### src/rtl/uart_pkg.sv
// Shared UART definitions: receiver state encoding, data width and the
// clock-to-baud divider used by both the transmit and receive paths.
package uart_pkg;

  localparam int UART_DATA_W = 8;
  localparam int UART_IDX_W  = 3;

  typedef enum logic [1:0] {
    IDLE  = 2'd0,
    START = 2'd1,
    DATA  = 2'd2,
    STOP  = 2'd3
  } rx_state_t;

  // Clock cycles per bit; integer division, so the line rate is approximate.
  function automatic int unsigned uart_scale(input int unsigned clk_mhz,
                                             input int unsigned boadrate);
    return (clk_mhz * 1000 * 1000) / boadrate;
  endfunction

endpackage

### src/rtl/uart_rx_sync.sv
// Two-flop synchroniser for an asynchronous input; resets to 1 so an idle-high
// line does not look like an edge when reset is released.
module uart_rx_sync (
  input  logic clk,
  input  logic arstn,
  input  logic d,
  output logic q
);

  logic meta;

  always_ff @(posedge clk) begin
    if (!arstn) begin
      meta <= 1'b1;
      q    <= 1'b1;
    end else begin
      meta <= d;
      q    <= meta;
    end
  end

endmodule

### src/rtl/uart_rx_reader.sv
// 8N1 UART receiver: start bit validated at mid-bit, data sampled at bit centres,
// bytes delivered through a one-entry holding register with framing/overrun pulses.
module uart_rx_reader
  import uart_pkg::*;
#(
  parameter int unsigned clk_mhz  = 50,
  parameter int unsigned boadrate = 9600
) (
  input  logic                   clk,
  input  logic                   arstn,
  input  logic                   rx,
  output logic                   valid,
  input  logic                   ready,
  output logic [UART_DATA_W-1:0] data,
  output logic                   frame_err,
  output logic                   overrun,
  output logic [1:0]             fsm_state
);

  localparam int unsigned SCALE = uart_scale(clk_mhz, boadrate);
  localparam int unsigned HALF  = SCALE / 2;
  localparam logic [31:0] RELOAD_BIT  = 32'(SCALE - 1);
  localparam logic [31:0] RELOAD_HALF = 32'(HALF - 1);
  localparam logic [UART_IDX_W-1:0] IDX_LAST = UART_IDX_W'(UART_DATA_W - 1);

  logic rx_s;
  logic rx_prev;

  rx_state_t               state, state_next;
  logic [31:0]             cnt, cnt_next;
  logic [UART_DATA_W-1:0]  shift, shift_next;
  logic [UART_IDX_W-1:0]   bit_idx, idx_next;
  logic                    valid_next;
  logic [UART_DATA_W-1:0]  data_next;
  logic                    frame_err_next;
  logic                    overrun_next;
  logic                    tick;

  uart_rx_sync u_sync (
    .clk   (clk),
    .arstn (arstn),
    .d     (rx),
    .q     (rx_s)
  );

  always_ff @(posedge clk) begin
    if (!arstn) rx_prev <= 1'b1;
    else        rx_prev <= rx_s;
  end

  assign tick      = (cnt == 32'd0);
  assign fsm_state = state;

  always_ff @(posedge clk) begin
    if (!arstn) begin
      state     <= IDLE;
      cnt       <= 32'd0;
      shift     <= '0;
      bit_idx   <= '0;
      valid     <= 1'b0;
      data      <= '0;
      frame_err <= 1'b0;
      overrun   <= 1'b0;
    end else begin
      state     <= state_next;
      cnt       <= cnt_next;
      shift     <= shift_next;
      bit_idx   <= idx_next;
      valid     <= valid_next;
      data      <= data_next;
      frame_err <= frame_err_next;
      overrun   <= overrun_next;
    end
  end

  // Downstream handshake: a byte transfers in any cycle with valid & ready;
  // valid never drops without a transfer and data holds while valid is high,
  // except when a transfer and a new commit land in the same cycle.
  always_comb begin
    state_next     = state;
    cnt_next       = cnt;
    shift_next     = shift;
    idx_next       = bit_idx;
    valid_next     = valid;
    data_next      = data;
    frame_err_next = 1'b0;
    overrun_next   = 1'b0;

    if (valid && ready) valid_next = 1'b0;

    case (state)
      IDLE: begin
        // A falling edge is required, so a held-low (break) line never retriggers.
        if (rx_prev && !rx_s) begin
          state_next = START;
          cnt_next   = RELOAD_HALF;
        end
      end
      START: begin
        if (tick) begin
          if (!rx_s) begin
            state_next = DATA;
            cnt_next   = RELOAD_BIT;
            idx_next   = '0;
          end else begin
            state_next = IDLE;
          end
        end else begin
          cnt_next = cnt - 32'd1;
        end
      end
      DATA: begin
        if (tick) begin
          shift_next = {rx_s, shift[UART_DATA_W-1:1]};
          idx_next   = bit_idx + UART_IDX_W'(1);
          cnt_next   = RELOAD_BIT;
          if (bit_idx == IDX_LAST) state_next = STOP;
        end else begin
          cnt_next = cnt - 32'd1;
        end
      end
      STOP: begin
        // Leaving at mid stop bit lets a start edge right after it be caught.
        if (tick) begin
          state_next = IDLE;
          if (rx_s) begin
            if (!valid || ready) begin
              valid_next = 1'b1;
              data_next  = shift;
            end else begin
              overrun_next = 1'b1;
            end
          end else begin
            frame_err_next = 1'b1;
          end
        end else begin
          cnt_next = cnt - 32'd1;
        end
      end
      default: state_next = IDLE;
    endcase
  end

endmodule

### config.mk
export PLATFORM = sky130hd
export DESIGN_NAME = uart_rx_reader
export DESIGN_NICKNAME = d
export VERILOG_FILES = /design/src/rtl/uart_pkg.sv /design/src/rtl/uart_rx_sync.sv /design/src/rtl/uart_rx_reader.sv
export SDC_FILE = /design/constraint.sdc
export NUM_CORES = 1
export LEC_CHECK = 0
export ABC_AREA = 1
export CORE_UTILIZATION = 60
export CTS_CLUSTER_SIZE = 24
export DETAILED_ROUTE_END_ITERATION = 16
export GPL_ROUTABILITY_DRIVEN = 0
export PLACE_DENSITY = 0.81
export SETUP_SLACK_MARGIN = 0.4
export SLEW_MARGIN = 15
export SYNTH_ARGS = -nofsm -noshare
export SYNTH_HDL_FRONTEND = slang
export SYNTH_SLANG_ARGS = --single-unit
### constraint.sdc
create_clock -name clk -period 2.88 [get_ports clk]
set_input_delay 0.576 -clock clk [delete_from_list [all_inputs] [get_ports clk]]
set_output_delay 0.576 -clock clk [all_outputs]
set_load 0.03 [all_outputs]
==> summary.md <==
| Metric | Value |
|---|---|
| Outcome | finished clean |
| Die width | 75.4 um |
| Synthesized Nets | 526 |
| Buffers on Ports | 16 |
| FMAX | 451 MHz |
| CTS tree | built |
| Fin cells | 610 |
| Core Rows | 26 |
| Gr ovfl total | 0 |
| Share of layout cells above drive strength 1 | 6.85% |
| Busiest grt layer | met2 |
| Synthesized cell area | 3230 sq um |
| Period minus WS final | 2.22 ns |
| RSZ-0062 raised after global routing | no |
| Final Cycle Share | 77.0% |
| Synth Warn # | 0 |
| Max-slew violations | 0 |
| Req. time, crit path | 3.16 ns |
| Final setup violation count | 0 |
| Max_cap viols | 0 |
| H-tree depth | 3 |
| Pre-antenna DRT Iters | 6 |
| DR vias | 3271 |
| WL final | 7990 um |
| Initial core utilization | 62.9% |
| Die Ht | 75.4 um |
| Worst slack, placed | 0.762 ns |
| Core Area | 5140 sq um |
| Final hold vios | 0 |
| Crit path DAT | 2.50 ns |
| Hold_ws | 0.419 ns |
| Placed cell count | 595 |
| FF-to-FF setup slack | 0.66 ns |
| Clock Tree Root | clkbuf_8 |
| Num Clock Sinks | 59 |
| First-pass GRT wire length | 12900 um |
| CP Max Fanout | 6 |
| Via density per instance | 5.36 |
| Initial detailed-routing violation count | 237 |
| I/O Pins | 17 |
| CP startpoint kind | register |
| Share of power burned in registers | 25.8% |
| Worst Skew | 0.0125 ns |
| Synth Area per Inst | 6.29 sq um |
| Met1 GRT Util | 35.8% |
| Clock Latency Late Sink | 0.35 ns |
| GR Layer Usage met2 | 51.9% |
| CP Class | register to register |
| Worst IR Drop VDD | 0.000722 V |
| Largest net degree at the start of global routing | 34 |
| Syn Inst Count | 514 |
| Postcts setup bufs | 0 |
| CTS Buf Count | 9 |
| Antenna-violating nets left | 0 |
| Switching share of power | 49.0% |
| Comb power frac | 54.8% |
| Initial antenna violation count | 0 |
| Clock buffer depth | 2 |
| Pwr per Cell Area | 1100 nW/um^2 |
| Vias in the first global route | 3008 |
| # diodes | 0 |
| Commonest non-fill, non-tap cells in the layout | nand2_1, nor2_1, dfxtp_1 |
| CTS resizes | 0 |
| Hold buffer count at CTS | 0 |
| Commonest non-fill, non-tap cell in the layout | nand2_1 |
| Worst setup margin | 0.663 ns |
| Synth cell types | 25 |
| Post-layout nets | 548 |
| Post-synthesis register bit count | 59 |
| Post-DR wirelength/cell | 13.1 um |
| Total GRT Usage | 30.0% |
| CP endpoint kind | register |
| Worst-path clk slew | 0.07 ns |
| Switching pwr | 0.00198 W |
| DP HPWL | 5580 um |
| P&R area growth vs syn | 13.5% |
| M3 GR Usage | 6.48% |
| DR DRC count | 0 |
| Clk pwr share | 19.4% |
| Fillers | 475 |
| Setup TNS | 0 ns |
| Slew @ Worst Pin | 0.567 ns |
| Int Pwr | 0.00206 W |
| Leakage | 1.77 nW |
| Worst slew margin | 62.1% |
| Die area | 5680 sq um |
| Seq/Total Area, Yosys | 36.5% |
| Hold/Removal Path Class | register to register |
==> synth_stat cells, drive strengths merged <==
master	number	area share [%]
nor2	132	16
a21oi	23	3.7
o21ai	30	4.6
xor2	10	2.7
inv	58	6.7
o211ai	1	0.23
a31o	1	0.27
nor3	7	1.1
nand3b	1	0.23
nand2	134	16
clkbuf	6	0.70
ha	8	3.1
nand3	28	4.3
nand4	4	0.77
buf	4	0.89
or2	4	0.77
dfxtp	59	37
xnor2	4	1.1
==> power by group through the flow <==
stage	combinational (W)	clock [W]	sequential (W)
2_1_floorplan	0.00168	0	0.00104
6_report	0.00222	0.000784	0.00104
4_1_cts	0.00216	0.000789	0.00104
3_3_place_gp	0.00210	0	0.00105
5_1_grt	0.00245	0.000814	0.00106
3_5_place_dp	0.00213	0	0.00106
==> flip-flops by register name, summed over array words and instances (netlist names), named ones only <==
register and count:
bit_idx 3, cnt 32, data 8, frame_err 1
fsm_state 1, overrun 1, rx_prev 1, shift 8
u_sync.meta 1, u_sync.q 1, valid 1
==> critical path, stage by stage, from the launching register on <==
cell      delay [ns]
dfxtp_1         0.33
inv_1           0.07
ha_1            0.25
nand2_1         0.10
nor2_1          0.06
nand2_1         0.12
nor2_1          0.06
nand2_1         0.21
o211ai_1        0.30
nor2_1          0.41
nand2_1         0.10
a21oi_1         0.13
==> routing by layer <==
metal  share of wire (%)  vias to the layer above
met5                   0                        -
met4                 2.3                        0
met3                 4.5                       19
met2                  48                      110
met1                  45                     1506
li1                    -                     1636
==> area by class of cell <==
type | count | area [sq um] | share of cell area, %
Sequential cell | 59 | 1180 | 32.2
Clock buffer | 11 | 151 | 4.13
Timing Repair Buffer | 21 | 198 | 5.39
Multi-Input combinational cell | 387 | 1780 | 48.6
Tap cell | 70 | 87.6 | 2.39
Inverter | 58 | 218 | 5.94
Clock inverter | 4 | 50.0 | 1.36
==> logic make-up after synthesis <==
kind of cell / Yosys count / synth area share (%)
compound gates: 55 / 8.83
xor+xnor: 14 / 3.79
fa+ha+maj: 8 / 3.10
buf+inv: 68 / 8.32
flops: 59 / 36.5
simple gates: 310 / 39.4
==> path summary, 6_finish.rpt <==
kind | to | cells past startpoint | from
worst min register to register | u_sync.q$_SDFF_PN1_ | 1 | u_sync.meta$_SDFF_PN1_
worst max-delay path | cnt[28]$_SDFFE_PN0P_ | 11 | cnt[0]$_SDFFE_PN0P_
worst max register to register | cnt[28]$_SDFFE_PN0P_ | 11 | cnt[0]$_SDFFE_PN0P_
worst min-delay path | u_sync.q$_SDFF_PN1_ | 1 | u_sync.meta$_SDFF_PN1_
==> metrics by stage <==
step                power (W)  utilization (%)  cell area (sq um)
floorplan             0.00272                -               3230
global placement      0.00315             67.4               3470
detailed placement    0.00318             67.4               3470
CTS                   0.00399             71.3               3670
global route          0.00432             71.3               3670
finish                0.00404             71.3               3670
Note: power is estimated with default switching activity, not from simulation.
